==> config.mk <==
export PLATFORM = sky130hd
export DESIGN_NAME = updown_sweep_ctrl
export DESIGN_NICKNAME = d
export VERILOG_FILES = /design/src/rtl/updown_sweep_ctrl.sv
export SDC_FILE = /design/constraint.sdc
export NUM_CORES = 1
export LEC_CHECK = 0
export BUFFER_PORTS_ARGS = -buffer_cell sky130_fd_sc_hd__buf_4
export CELL_PAD_IN_SITES_DETAIL_PLACEMENT = 1
export CELL_PAD_IN_SITES_GLOBAL_PLACEMENT = 1
export CORE_MARGIN = 10
export CORE_UTILIZATION = 41
export CTS_CLUSTER_DIAMETER = 80
export CTS_CLUSTER_SIZE = 10
export DETAILED_ROUTE_END_ITERATION = 10
export PLACE_DENSITY = 0.89
export SLEW_MARGIN = 40
export SYNTH_ARGS = -nofsm -noshare
export SYNTH_HDL_FRONTEND = slang
export SYNTH_SLANG_ARGS = --single-unit
==> constraint.sdc <==
create_clock -name clk -period 3.7 [get_ports clk]
set_clock_uncertainty 0.2 [all_clocks]
set_input_delay 0.185 -clock clk [delete_from_list [all_inputs] [get_ports clk]]
set_output_delay 0.185 -clock clk [all_outputs]
set_load 0.01 [all_outputs]
==> src/rtl/updown_sweep_ctrl.sv <==
// Direction controller for a 3-bit up/down counter: free up/down or ping-pong
// between LO and HI, with turnaround counting and a sticky sequence-error flag.
module updown_sweep_ctrl #(
  parameter int unsigned LO     = 0,
  parameter int unsigned HI     = 7,
  parameter int unsigned TURN_W = 8
) (
  input  logic              clk,
  input  logic              reset_n,
  input  logic [1:0]        mode,
  input  logic [2:0]        count,
  input  logic              clr_err,
  output logic              up,
  output logic              turn_pulse,
  output logic [TURN_W-1:0] turn_cnt,
  output logic              seq_err
);

  typedef enum logic [1:0] {
    MODE_UP   = 2'b00,
    MODE_DOWN = 2'b01,
    MODE_PING = 2'b10,
    MODE_RSVD = 2'b11
  } mode_e;

  localparam logic [2:0] LO_C = 3'(LO);
  localparam logic [2:0] HI_C = 3'(HI);

  mode_e             mode_s;
  logic [2:0]        pred;
  logic              turn;
  logic              mismatch;

  logic              up_q, up_d;
  logic              turn_pulse_q, turn_pulse_d;
  logic [TURN_W-1:0] turn_cnt_q, turn_cnt_d;
  logic              seq_err_q, seq_err_d;
  logic [2:0]        exp_q, exp_d;
  logic              exp_valid_q, exp_valid_d;

  assign mode_s = mode_e'(mode);

  // NOTE: every always_comb output gets a default first, so no path can infer a latch.
  always_comb begin
    pred = up_q ? (count + 3'd1) : (count - 3'd1);

    up_d = up_q;
    case (mode_s)
      MODE_DOWN: up_d = 1'b0;
      MODE_PING: begin
        if (pred >= HI_C)      up_d = 1'b0;
        else if (pred <= LO_C) up_d = 1'b1;
      end
      default:   up_d = 1'b1;
    endcase

    // A reversal only counts when the window logic caused it, not a mode switch.
    turn         = (mode_s == MODE_PING) && (up_d != up_q);
    turn_pulse_d = turn;
    turn_cnt_d   = turn ? (turn_cnt_q + TURN_W'(1)) : turn_cnt_q;

    exp_d       = pred;
    exp_valid_d = 1'b1;
    mismatch    = exp_valid_q && (count != exp_q);

    seq_err_d = seq_err_q;
    if (mismatch)     seq_err_d = 1'b1;
    else if (clr_err) seq_err_d = 1'b0;
  end

  // NOTE: sequential state uses non-blocking assignments only, with an async active-low reset.
  always_ff @(posedge clk or negedge reset_n) begin
    if (!reset_n) begin
      up_q         <= 1'b1;
      turn_pulse_q <= 1'b0;
      turn_cnt_q   <= '0;
      seq_err_q    <= 1'b0;
      exp_q        <= 3'd0;
      exp_valid_q  <= 1'b0;
    end else begin
      up_q         <= up_d;
      turn_pulse_q <= turn_pulse_d;
      turn_cnt_q   <= turn_cnt_d;
      seq_err_q    <= seq_err_d;
      exp_q        <= exp_d;
      exp_valid_q  <= exp_valid_d;
    end
  end

  assign up         = up_q;
  assign turn_pulse = turn_pulse_q;
  assign turn_cnt   = turn_cnt_q;
  assign seq_err    = seq_err_q;

endmodule

### After elaboration in Yosys (flattened, before gate mapping)

Index checks and enable logic that the tools add are counted.

| word-level totals | value |
|---|---|
| output and inout port bits | 11 |
| memory bits (read-only) | 0 |
| bits in writable memories | 0 |
| flip-flop bits (word level) | 15 |
| memories kept | 0 |
| latch bits | 0 |
| input port bits | 8 |

| cells by class | value |
|---|---|
| add/sub/neg operators | 3 |
| shift operators | 0 |
| magnitude comparators | 2 |
| bitwise operators | 0 |
| reduce and logical (&&, ||, !) cells | 3 |
| equal/unequal tests | 4 |
| div/mod/pow operators | 0 |
| multipliers | 0 |
| mux-type cells | 6 |

Operators by type and width:

| operator | number |
|---|---|
| adder 8 x 1 -> 8 bit (second input constant) | 1 |
| 2-to-1 mux 1 bit | 4 |
| adder 3 x 1 -> 3 bit (second input constant) | 1 |
| greater-or-equal comparator 3 bit (second input constant) | 1 |
| <= comparator 3 x 1 -> 1 bit (second input constant) | 1 |
| 2-to-1 mux 3 bit | 1 |
| != test 3 bit | 1 |
| subtractor 3 x 1 -> 3 bit (second input constant) | 1 |
| equality test 2 x 1 -> 1 bit (second input constant) | 1 |
| equality test 2 bit (second input constant) | 1 |
| logical AND 1 bit | 2 |
| one-hot mux 1 bit (2 select lines) | 1 |
| nonzero test 2 bit | 1 |
| != test 1 bit | 1 |

### Depth between registers and ports, before layout

| depth | value |
|---|---|
| depth after elaboration | 8 |
| depth in mapped cells | 8 |
| gate-level depth less buffers | 7 |

### Least setup slack after synthesis

OpenSTA, ideal clock, no wires.

| path | value |
|---|---|
| path type | reg-to-reg |
| start | register up_q, in the netlist up |
| end | register turn_cnt_q[1], in the netlist turn_cnt[1] |
| period minus slack after synthesis | 2264 ps |
| arrival time | 1939 ps |
| path slack | 1436 ps |
| cell stages (with the launch flop) | 8 |
| path buffers | 1 |
| cells stage by stage | dfstp_2 -> inv_1 -> ha_1 -> ha_1 -> or2_2 -> o2111a_1 -> buf_6 -> mux2_4 |

| on the way | value |
|---|---|
| longest elaborated chain between the ends | 7 |

RTL lines:

| what | RTL line | text |
|---|---|---|
| start: declaration | 34 | `logic up_q, up_d;` |
| start signal: assignment | 81 | `up_q <= up_d;` |
| 2-to-1 mux 3 bit | 45 | `pred = up_q ? (count + 3'd1) : (count - 3'd1);` |
| <= comparator 3 x 1 -> 1 bit | 52 | `else if (pred <= LO_C) up_d = 1'b1;` |
| 2-to-1 mux 1 bit | 52 |  |
| 2-to-1 mux 1 bit | 51 | `if (pred >= HI_C) up_d = 1'b0;` |
| one-hot mux 1 bit (2 select lines) | 48 | `case (mode_s)` |
| != test 1 bit (*) | 58 | `turn = (mode_s == MODE_PING) && (up_d != up_q);` |
| logical AND 1 bit (*) | 58 |  |
| named net turn | 31 | `logic turn;` |
| end signal: assignment | 83 | `turn_cnt_q <= turn_cnt_d;` |
| end: declaration | 36 | `logic [TURN_W-1:0] turn_cnt_q, turn_cnt_d;` |

The timed path passes the listed nets; every way through them passes the cells marked *.
A chain may end at the register's enable or synchronous reset.

### Worst setup path in the final report

| path | value |
|---|---|
| start | input count[0] |
| end | register up_q, in the netlist up |

| on the way | value |
|---|---|
| longest elaborated chain between the ends | 6 |

RTL lines:

| what | RTL line | text |
|---|---|---|
| start: declaration | 11 | `input logic [2:0] count,` |
| subtractor 3 x 1 -> 3 bit / adder 3 x 1 -> 3 bit (equally long branches) | 45 |  |
| 2-to-1 mux 3 bit (*) | 45 |  |
| named net exp_d[0] | 38 | `logic [2:0] exp_q, exp_d;` |
| <= comparator 3 x 1 -> 1 bit | 52 |  |
| 2-to-1 mux 1 bit | 52 |  |
| 2-to-1 mux 1 bit (*) | 51 |  |
| one-hot mux 1 bit (2 select lines) (*) | 48 |  |
| named net up_d | 34 |  |

Marks and branches as above.

==> flow_metrics.env <==
export IMPL_gp_congestion=0.795
export IMPL_dp_cells=105
export IMPL_routed_via_count=532
export IMPL_netlist_area_leader_share_pct=47.9
export IMPL_cts_made_buffers=3
export IMPL_endpoint_kind="flip-flop"
export IMPL_grtUsageTotal_pct=9.34
export IMPL_cts_root_buf="clkbuf_4"
export IMPL_met1_usage_pct=9.88
export IMPL_yosysMostFrequentCell="dfrtp_1"
export IMPL_synth_distinct_cells=22
export IMPL_dpl_hpwl_um=1270
export IMPL_layoutNonFillerInstCount=114
export IMPL_synth_top_cell_by_area="dfrtp_1"
export IMPL_synth_yosys_seq_area_share_pct=51.5
export IMPL_fp_dieH_um=62.3
export IMPL_setup_viol=0
export IMPL_fin_hold_ws_ns=0.0581
export IMPL_min_from="count[2]"
export IMPL_fin_nets=103
export IMPL_rrSetupSlack_ns=1.15
export IMPL_syn_inst=63
export IMPL_clk_latency_ns=0.29
export IMPL_ys_top_cells_by_area="dfrtp_1 (48%), xnor2_1 (8.4%), ha_1 (6.8%)"
export IMPL_finalInstanceArea_um2=965
export IMPL_multiInputGateArea_um2=322
export IMPL_powerDensity_nw_per_um2=480
export IMPL_path_buf_inv=4
export IMPL_grt_use_met2_pct=14.4
export IMPL_synthArstFlopShare_pct=100
export IMPL_hold_end="exp_q[2]$_DFF_PN0_"
export IMPL_antenna_found_initial=0
export IMPL_cts_clk_slew_worst_paths_ns=0.09
export IMPL_ys_seq_elements=15
export IMPL_dieArea_um2=3880
export IMPL_cpPeakStageDelay_ns=0.56
export IMPL_cp_arrival_ns=2.59
export IMPL_ys_warn_count=0
export IMPL_area_growth_pct=31.8
export IMPL_rr_worst_depth=7
export IMPL_ant_nets=0
export IMPL_worst_path_max_fanout=4
export IMPL_synth_xor_area_share_pct=15.4
export IMPL_yosys_area_share_simple_pct=10.6
export IMPL_ys_flop_type="dfrtp_1"
export IMPL_ios=19
export IMPL_vias_per_cell=4.67
export IMPL_crit_family="buffers and inverters"
export IMPL_max_freq_mhz=391
export IMPL_hold_violations=0
export IMPL_fin_tns_setup_ns=0
export IMPL_rsz0062_at_grt="no"
export IMPL_postLayoutSetupSlackWorst_ns=1.14
export IMPL_status="completed"
export IMPL_crit_path_frequent_cell="dlygate4sd3_1"
export IMPL_regArea_um2=377
export IMPL_fill_cells=193
export IMPL_antenna_cells=0
export IMPL_synthTopCellsByCount="dfrtp_1 (14), xnor2_1 (7), inv_1 (6), nand2_1 (5)"
export IMPL_layout_drive_gt1_share_pct=29.2
export IMPL_grt_busiest_layer="met2"
export IMPL_r2r_start="up$_DFF_PN1_"
export IMPL_synth_nets=76
export IMPL_met3_usage_pct=2.15
export IMPL_cts_hold_fix_buffers=5
export IMPL_numClockSinks=15
export IMPL_start_util_pct=42.9
export IMPL_wire_per_inst_um=14.9
export IMPL_p_leak_nw=0.471
export IMPL_path_cells="dlygate4sd3_1 -> buf_4 -> inv_1 -> fa_1 -> xnor2_2 -> nand3_1 -> o21ai_0 -> a2bb2oi_1 -> dlygate4sd3_1"
export IMPL_first_pass_iters=4
export IMPL_synthAdderAreaFrac_pct=9.57
export IMPL_synth_top_family_by_area="XOR/XNOR gates"
export IMPL_synth_edf_count=0
export IMPL_dieWidth_um=62.3
export IMPL_slew_violations=0
export IMPL_synthMuxAreaShare_pct=2.05
export IMPL_cts_setup_buffers=0
export IMPL_grt_pass1_vias=568
export IMPL_slowest_stage="dlygate4sd3_1"
export IMPL_cap_violations=0
export IMPL_period_share_pct=69.1
export IMPL_peakVddDrop_uv=212
export IMPL_synth_compound_area_share_pct=5.81
export IMPL_port_buffers=18
export IMPL_dpl_worst_slack_ns=1.31
export IMPL_synthesis_area_um2=732
export IMPL_cts_buffer_depth=2
export IMPL_htree_levels=1
export IMPL_route_detailed_drc=0
export IMPL_routed_wl_um=1700
export IMPL_cts_tree="done"
export IMPL_drt_initial_drc_count=6
export IMPL_num_rows=15
export IMPL_core_area_um2=1710
export IMPL_cts_resized=0
export IMPL_grt_pass1_wl_um=2840
export IMPL_grt_max_degree=16
export IMPL_r2r_end="up$_DFF_PN1_"
export IMPL_crit_start="count[0]"
export IMPL_syn_avg_cell_area_um2=11.6
export IMPL_crit_type="input pin to flip-flop"
export IMPL_grt_overflow=0
export IMPL_min_period_ns=2.56
export IMPL_postPlaceCellArea_um2=887
export IMPL_hold_path_depth=3
export IMPL_cp_data_required_time_ns=3.73
export IMPL_hp_class="input pin to flip-flop"
export IMPL_start_kind="input pin"
-- worst max path at each step --
| stage | slack [ns] | cells past startpoint | to |
|---|---|---|---|
| 2_1_floorplan | 1.44 | 7 | turn_cnt[1]$_DFFE_PN0P_ |
| 3_3_place_gp | 1.43 | 6 | turn_cnt[1]$_DFFE_PN0P_ |
| 3_5_place_dp | 1.31 | 6 | turn_cnt[1]$_DFFE_PN0P_ |
| 4_1_cts | 1.17 | 9 | up$_DFF_PN1_ |
| 5_1_grt | 1.02 | 7 | up$_DFF_PN1_ |
| 6_report | 1.14 | 9 | up$_DFF_PN1_ |
-- cell families after synthesis --
logic type      count (synthesis)
buf+inv                         7
xor+xnor                       12
compound gates                  6
mux                             1
simple gates                   16
other cells                     1
fa+ha+maj                       5
flops                          15
-- layout by cell type, fill, tap and decap left out, drive strengths merged --
master / synthesis / layout
ha: 4 / 4
xnor2: 8 / 8
fa: 1 / 1
clkbuf: 0 / 3
nand2: 5 / 5
xor2: 4 / 4
or2: 1 / 1
o2111a: 1 / 1
nand4: 3 / 3
a2bb2oi: 1 / 1
dlygate4sd3: 0 / 5
nor2b: 1 / 1
o21ai: 3 / 3
inv: 6 / 6
o31ai: 1 / 1
nor2: 3 / 3
nand2b: 1 / 1
buf: 1 / 18
clkinv: 0 / 1
dfstp: 1 / 1
mux2: 1 / 1
conb: 1 / 1
dfrtp: 14 / 14
nand3: 2 / 2
-- metal layers --
| metal | part of all wire, % | vias up | wire length, µm |
|---|---|---|---|
| li1 | - | 254 | - |
| met1 | 41 | 259 | 702 |
| met2 | 50 | 13 | 844 |
| met3 | 3.5 | 6 | 59 |
| met4 | 5.3 | 0 | 89 |
| met5 | 0 | - | 0 |
-- state kept, by name, indices dropped and copies added (netlist names) --
name / flops
exp_q: 3
exp_valid_q: 1
seq_err: 1
turn_cnt: 8
turn_pulse: 1
up: 1
-- report_power, final --
group | total (W) | leakage, nW | switching, W | internal [W]
combinational | 0.000138 | 0.265 | 0.0000620 | 0.0000757
sequential | 0.000229 | 0.188 | 0.0000350 | 0.000194
clock | 0.0000963 | 0.0177 | 0.0000561 | 0.0000403
-- layout make-up --
| cell class | count | share of cell area, % |
|---|---|---|
| clock buffer | 3 | 2.33 |
| clock inverter | 1 | 0.519 |
| inverter | 6 | 2.33 |
| multi-input combinational | 41 | 33.3 |
| sequential | 15 | 39.0 |
| tap | 25 | 3.24 |
| timing repair buffer | 23 | 19.2 |
-- worst reg2reg max path: cells and delay by family (launching register included) --
family	cells	cell delay, ns
fa+ha+maj	2	0.49
compound gates	2	0.39
buf+inv	2	0.65
simple gates	1	0.16
flops	1	0.60
-- through the flow --
| step | total power (W) | util, % |
|---|---|---|
| after detailed placement | 0.000367 | 51.9 |
| final | 0.000463 | 56.5 |
| after global routing | 0.000497 | 56.5 |
| after CTS | 0.000470 | 56.5 |
| after global placement | 0.000356 | 51.9 |
| after floorplan | 0.000297 | - |
(Power assumes the default switching activity.)
